### src/rtl/ifm_window_feeder.sv
// Purpose: holds a 3x3 kernel and bias, turns a raster pixel stream into sliding 3x3 windows for the PE array.
// Latency: a window completed by the pixel accepted at edge t is presented with ready_load during cycle t+1.
// Backpressure: pix_ready is high only while streaming; the output side is a strobe with no stall input.
module ifm_window_feeder #(
    parameter int INPUT_IFM_WIDTH  = 8,
    parameter int INPUT_WGT_WIDTH  = 8,
    parameter int INPUT_BIAS_WIDTH = 32,
    parameter int PE_ARR_SIZE      = 9,
    parameter int IMG_WIDTH        = 28,
    parameter int IMG_HEIGHT       = 28
) (
    input  logic                               clk,
    input  logic                               rst_n,
    input  logic                               start,
    input  logic signed [INPUT_BIAS_WIDTH-1:0] bias_input,
    input  logic                               wgt_valid,
    input  logic signed [INPUT_WGT_WIDTH-1:0]  wgt_data,
    input  logic                               pix_valid,
    input  logic signed [INPUT_IFM_WIDTH-1:0]  pix_data,
    output logic                               pix_ready,
    output logic                               busy,
    output logic                               ready_load,
    output logic signed [INPUT_IFM_WIDTH-1:0]  ifm_output [PE_ARR_SIZE],
    output logic signed [INPUT_WGT_WIDTH-1:0]  wgt_output [PE_ARR_SIZE],
    output logic signed [INPUT_BIAS_WIDTH-1:0] bias_output,
    output logic                               frame_done
);

    typedef enum logic [1:0] {
        IDLE     = 2'd0,
        LOAD_WGT = 2'd1,
        STREAM   = 2'd2,
        DONE     = 2'd3
    } state_t;

    localparam int CW = $clog2(IMG_WIDTH);
    localparam int RW = $clog2(IMG_HEIGHT);
    localparam logic [CW-1:0] COL_LAST = CW'(IMG_WIDTH - 1);
    localparam logic [RW-1:0] ROW_LAST = RW'(IMG_HEIGHT - 1);
    localparam logic [CW-1:0] COL_TWO  = CW'(2);
    localparam logic [RW-1:0] ROW_TWO  = RW'(2);

    state_t state, state_nxt;
    logic [3:0]    wgt_cnt;
    logic [CW-1:0] col;
    logic [RW-1:0] row;

    // line buffer 0 holds the previous row, line buffer 1 the row before it
    logic signed [INPUT_IFM_WIDTH-1:0] lb0 [IMG_WIDTH];
    logic signed [INPUT_IFM_WIDTH-1:0] lb1 [IMG_WIDTH];

    // running window shifts on every accepted pixel; ifm_output only takes complete windows
    logic signed [INPUT_IFM_WIDTH-1:0] win     [PE_ARR_SIZE];
    logic signed [INPUT_IFM_WIDTH-1:0] win_nxt [PE_ARR_SIZE];

    logic accept;
    logic win_done;
    logic last_pix;
    logic wgt_last;

    assign accept   = pix_ready && pix_valid;
    assign win_done = accept && (row >= ROW_TWO) && (col >= COL_TWO);
    assign last_pix = accept && (row == ROW_LAST) && (col == COL_LAST);
    assign wgt_last = (state == LOAD_WGT) && wgt_valid && (wgt_cnt == 4'd8);

    // next-state and state-decoded outputs
    always_comb begin
        state_nxt  = state;
        pix_ready  = 1'b0;
        busy       = 1'b1;
        frame_done = 1'b0;
        case (state)
            IDLE: begin
                busy = 1'b0;
                if (start) state_nxt = LOAD_WGT;
            end
            LOAD_WGT: begin
                if (wgt_last) state_nxt = STREAM;
            end
            STREAM: begin
                pix_ready = 1'b1;
                if (last_pix) state_nxt = DONE;
            end
            DONE: begin
                frame_done = 1'b1;
                state_nxt  = IDLE;
            end
            default: state_nxt = IDLE;
        endcase
    end

    // window after shifting left and inserting the new column (oldest row on top)
    always_comb begin
        for (int r = 0; r < 3; r++) begin
            win_nxt[3*r]     = win[3*r+1];
            win_nxt[3*r + 1] = win[3*r+2];
        end
        win_nxt[2] = lb1[col];
        win_nxt[5] = lb0[col];
        win_nxt[8] = pix_data;
    end

    // state, counters, kernel/bias registers and window output registers
    always_ff @(posedge clk) begin
        if (!rst_n) begin
            state       <= IDLE;
            wgt_cnt     <= '0;
            col         <= '0;
            row         <= '0;
            ready_load  <= 1'b0;
            bias_output <= '0;
            for (int k = 0; k < PE_ARR_SIZE; k++) begin
                wgt_output[k] <= '0;
                ifm_output[k] <= '0;
                win[k]        <= '0;
            end
        end else begin
            state      <= state_nxt;
            ready_load <= win_done;
            if (state == IDLE && start) begin
                bias_output <= bias_input;
                wgt_cnt     <= '0;
            end
            if (state == LOAD_WGT && wgt_valid) begin
                wgt_output[wgt_cnt] <= wgt_data;
                wgt_cnt             <= wgt_cnt + 4'd1;
                if (wgt_last) begin
                    col <= '0;
                    row <= '0;
                end
            end
            if (accept) begin
                win <= win_nxt;
                if (win_done) ifm_output <= win_nxt;
                if (col == COL_LAST) begin
                    col <= '0;
                    row <= row + RW'(1);
                end else begin
                    col <= col + CW'(1);
                end
            end
        end
    end

    // line buffers carry no reset: a flagged window only ever reads rows written this frame
    always_ff @(posedge clk) begin
        if (accept) begin
            lb1[col] <= lb0[col];
            lb0[col] <= pix_data;
        end
    end

endmodule

### config.mk
export PLATFORM = sky130hd
export DESIGN_NAME = ifm_window_feeder
export DESIGN_NICKNAME = d
export VERILOG_FILES = /design/src/rtl/ifm_window_feeder.sv
export SDC_FILE = /design/constraint.sdc
export NUM_CORES = 1
export LEC_CHECK = 0
export CELL_PAD_IN_SITES_DETAIL_PLACEMENT = 1
export CELL_PAD_IN_SITES_GLOBAL_PLACEMENT = 2
export CORE_UTILIZATION = 44
export CTS_CLUSTER_DIAMETER = 100
export DETAILED_ROUTE_END_ITERATION = 8
export HOLD_SLACK_MARGIN = 0.12
export PLACE_DENSITY_LB_ADDON = 0.1
export SYNTH_ARGS = -nofsm -noshare
export SYNTH_HDL_FRONTEND = slang
export SYNTH_SLANG_ARGS = --single-unit
### constraint.sdc
create_clock -name clk -period 5.8 [get_ports clk]
set_input_delay 0.58 -clock clk [delete_from_list [all_inputs] [get_ports clk]]
set_output_delay 0.58 -clock clk [all_outputs]
set_load 0.02 [all_outputs]
# [Word level (Yosys, flattened, before mapping)]
# Memories as Yosys holds them, arrays and structs flattened. A register that Yosys moved wholly into a read port is not among the register bits.
# Index checks and enable logic that the tools add are counted.
# W data, S select, Z words.
[totals] regBits=241 ramBits=448 input_bits=53 output_inout_bits=180 elab_cells=91 n_memories=2
[op_classes] addsub=3 order_cmp=4 n_eq_ne=9 mux=26 bitwise_logic=1 reduce_logical=16
[mem_list] memory="lb0" words=28 word_bits=8 read_ports=1 rd_clocked_by_memory_dff=1 write_ports=1 line_no="49" source="logic signed [INPUT_IFM_WIDTH-1:0] lb0 [IMG_WIDTH];"
[mem_list] memory="lb1" words=28 word_bits=8 read_ports=1 rd_clocked_by_memory_dff=1 write_ports=1 line_no="50" source="logic signed [INPUT_IFM_WIDTH-1:0] lb1 [IMG_WIDTH];"
[op_table] op="$bwmux W72" count=1
[op_table] op="$mux W5" count=12
[op_table] op="$demux W8 S4" count=1
[op_table] op="$add A5 B1 Y5 const B" count=2
[op_table] op="$eq A5 B5 Y1 const B" count=2
[op_table] op="$ge A5 B2 Y1 const B" count=2
[op_table] op="$logic_and A1 B1 Y1" count=9
[op_table] op="$mux W4" count=2
[op_table] op="$mux W8" count=1
[op_table] op="$pmux W2 S4" count=1
[op_table] op="$mux W2" count=3
[op_table] op="$ne A2 B2 Y1 const B" count=3
[op_table] op="$reduce_bool A2 Y1" count=3
[op_table] op="$ge A5 B5 Y1 const B" count=1
[op_table] op="$lt A5 B1 Y1 const B" count=1
[op_table] op="$mux W1" count=5
[op_table] op="$not A4 Y5" count=1
[op_table] op="$add A4 B1 Y4 const B" count=1
[op_table] op="$eq A2 B2 Y1 const B" count=2
[op_table] op="$eq A4 B4 Y1 const B" count=1
[op_table] op="$reduce_and A2 Y1" count=2
[op_table] op="$reduce_and A3 Y1" count=1
[op_table] op="$eq A2 B1 Y1 const B" count=1
[op_table] op="$logic_not A2 Y1" count=1

# [Longest topological paths before layout]
[logic_depth] ltp_word=8 mapped_depth=9 mapped_depth_nobuf=8

# [Least setup slack after synthesis]
# No wires, ideal clock.
[synth_timing] kind="reg-to-reg" start="reg state[0]" end="mem lb0[12][0] (enable)" setup_time_ns=0.388 arrival_time_ns=2.176 t_required_ns=5.412 path_slack_ns=3.236 path_stages_with_launch=8 n_path_buf=2 path_cell_list="dfxtp_1 > inv_1 > ha_1 > and2_1 > clkbuf_1 > buf_2 > nand2_1 > nor2_1"
[synth_via] elab_chain_len=5
[synth_lines] item="start: declaration" line_no="43" source="state_t state, state_nxt;"
[synth_lines] item="start signal: assignment" line_no="118" source="state <= state_nxt;"
[synth_lines] item="$eq A2 B2 Y1" line_no="72" source="case (state)"
[synth_lines] item="$mux W1" line_no="72"
[synth_lines] item="net pix_ready" line_no="20" source="output logic pix_ready,"
[synth_lines] item="$logic_and A1 B1 Y1" line_no="61" source="assign accept = pix_ready && pix_valid;"
[synth_lines] item="$mux W1" line_no="147" source="if (accept) begin"
[synth_lines] item="$mux W1 (not written as such)" line_no="149" source="lb0[col] <= pix_data;"
[synth_lines] item="end: declaration" line_no="49"
# The timed path passes the listed nets, and every way through them passes these cells.

==> run metrics <==
RSZ-0062 raised after global routing=false; Rows=90; drt wl/cell=24.5 um; count leader, synth=edfxtp_1; CTS buffer count=75; layout cells sized above 1=0.115; Bufs and invs on worst path=2; Die Wd=250 um; pre-CTS setup slack=2.29 ns; critical path's slowest cell=dfxtp_4; Worst Path Required=5.99 ns; DRT iter0 DRCs=1284; Die Area=62700 um^2; Fin. Hold Viols=0; DIE HEIGHT=250 um; Leak=10.3 nW; vias in the first global route=17728; H-tree Lvls=3; Area Overhead vs Synth=20.0%; hold_ws=0.452 ns; routability cong.=0.796; min-delay worst type=flop to flop; GRT Max-Usage Layer=met2; Worst-Margin Slew=1.42 ns; Synth warnings=0; CTS tree=done; CP top delay family=buffers and inverters; Seq cells post-synth=694; met3 Resource Use GR=0.0441; IO buf count=232; Vias/cell=5.53; min-delay src=ifm_output[33]$_SDFFE_PN0P_; Synth area leaders=edfxtp_1 (50%), dfxtp_1 (18%), mux2i_1 (6.3%), nand2_1 (5.1%), mux4_2 (2.9%); Setup CP Type=flop to flop; Distinct cells, synth=53; Clock Tree Buf Depth=3; Post-DP HPWL=47000 um; max_slew headroom=0.0495; post-cts resize count=0; Clock Root Buffer=clkbuf_16; Setup crit end kind=flop; area of the core=60600 um^2; post-route worst setup slack=2.32 ns; Final period util=0.599; Power Density=349 nW/um^2; top_reg_cell synth=edfxtp_1; Finished Cell Area=32500 um^2; syn avg cell area=13.6 um^2; setup TNS=0 ns; EDFF count, synth=448; Yosys top cell area share=0.496; antenna violations before repair=2; Max-Cap Viols=0; CP cell instances=buf_4 > mux4_2 > nand2_1 > and4_1 > inv_1; Critical Path AT=3.66 ns; Layout Cells excl Fill=3059; clk sinks=694; count of final max-slew check failures=0; top cells by count, synth=edfxtp_1 (448), nand2_1 (367), dfxtp_1 (246), mux2i_1 (172), a21boi_0 (97); CTS Hold Bufs=0; dominant cell type by area after synthesis=edfxtp_1; met1 Use GR=0.317; Setup Buffers After CTS=0; Final Critical Period=3.48 ns; Routed WL=75000 um; M2 GR Usage=0.405; Post-synth ARST share=0; vias=16915; register area share after synthesis=0.677; largest net degree at the start of global routing=224; CP peak stage delay=0.97 ns; drt first pass iters=5; area post-placement=30100 um^2; IR drop worst, VDD=0.000230 V; Netlist Area Pre-Place=27100 um^2; # IOs=233; syn nets=2059; clk_skew=0.0254 ns; antenna-violating nets left=0; worst-skew pair later-pin latency=0.62 ns; Final Net Count=2288; Fmax=288 MHz; Clock transition at path regs=0.06 ns; CP max FO=52; startpoint type of the worst setup path=flop; DR DRC count=0; Global Route Usage Sum=0.241; total gr overflow=0; first-pass GRT wire length=113000 um; final setup fails=0; cells after synthesis=1991; status=completed; initial core utilization=0.448; dpl cells=2925
[report_power, final]
part	internal [mW]	switching, mW
combinational	0.393	0.696
sequential	5.45	0.106
clock	2.75	1.96
total	8.59	2.76
[tightest hold or removal path: stages (launching register included)]
cell and delay [ns]:
dfxtp_1 0.31, nand2_1 0.05, a21boi_1 0.05
[cell type report]
class                      count  area [um^2]
clock inverter                31          288
multi-input combinational   1140         7920
antenna                        1         2.50
fill                        5941        28000
inverter                      21         78.8
clock buffer                 102         2120
sequential                   694        18400
timing repair buffer         288         2770
tap                          782          978
[registers in the layout, indices dropped and copies added, names as in the netlist, named ones only]
| signal | flops |
|---|---|
| lb0 | 224 |
| lb1 | 224 |
| ifm_output | 72 |
| wgt_output | 72 |
| win | 48 |
| bias_output | 32 |
| col | 5 |
| row | 5 |
| wgt_cnt | 4 |
| state | 2 |
| ready_load | 1 |
[layer usage]
layer	vias up	routed length, um
li1	7742	-
met1	8614	31800
met2	440	37000
met3	119	4110
met4	0	2130
met5	-	0
[per-stage QoR]
step | util | total power, mW
after global placement | 0.497 | 6.72
after global routing | 0.537 | 11.7
final | 0.537 | 11.3
after CTS | 0.537 | 11.5
after floorplan | - | 6.30
after detailed placement | 0.497 | 6.76
[cells by family (layout without fill, tap and decap cells)]
group,count (synthesis),after routing,share of synthesized area
DFF,694,694,0.677
AOI/OAI and AO/OA,355,355,0.101
buffers and inverters,157,442,0.0321
and+or+nand+nor,562,562,0.0893
muxes,208,208,0.0935
other,0,1,0
adders and majority gates,15,15,0.00692
[path summary, 6_finish.rpt]
check	end	slack (ns)	depth (start not counted)
worst min register to register	ifm_output[33]$_SDFFE_PN0P_	0.45	2
worst max-delay path	lb1[26][2]$_DFFE_PP_	2.32	5
worst max register to register	lb1[26][2]$_DFFE_PP_	2.32	5
worst min-delay path	ifm_output[33]$_SDFFE_PN0P_	0.45	2
[layout by cell type (no fill, tap or decap), types with 10 or more instances in the layout]
cell / n
nor2_1: 40
edfxtp_1: 448
o21ai_1: 26
a21boi_0: 97
nand2_1: 367
mux4_2: 35
clkinv_1: 10
o21ai_0: 16
dfxtp_1: 244
nor2b_1: 16
clkbuf_16: 77
nand3_1: 91
mux2i_1: 172
ha_1: 15
inv_1: 20
clkinv_2: 10
clkbuf_8: 10
o211ai_1: 11
a21boi_1: 81
a21oi_1: 37
a22o_1: 20
clkbuf_1: 14
clkdlybuf4s50_1: 231
a221oi_2: 20
nand2_2: 10
a22oi_1: 21
buf_4: 55
No activity file was read; power rests on OpenSTA's default activity.
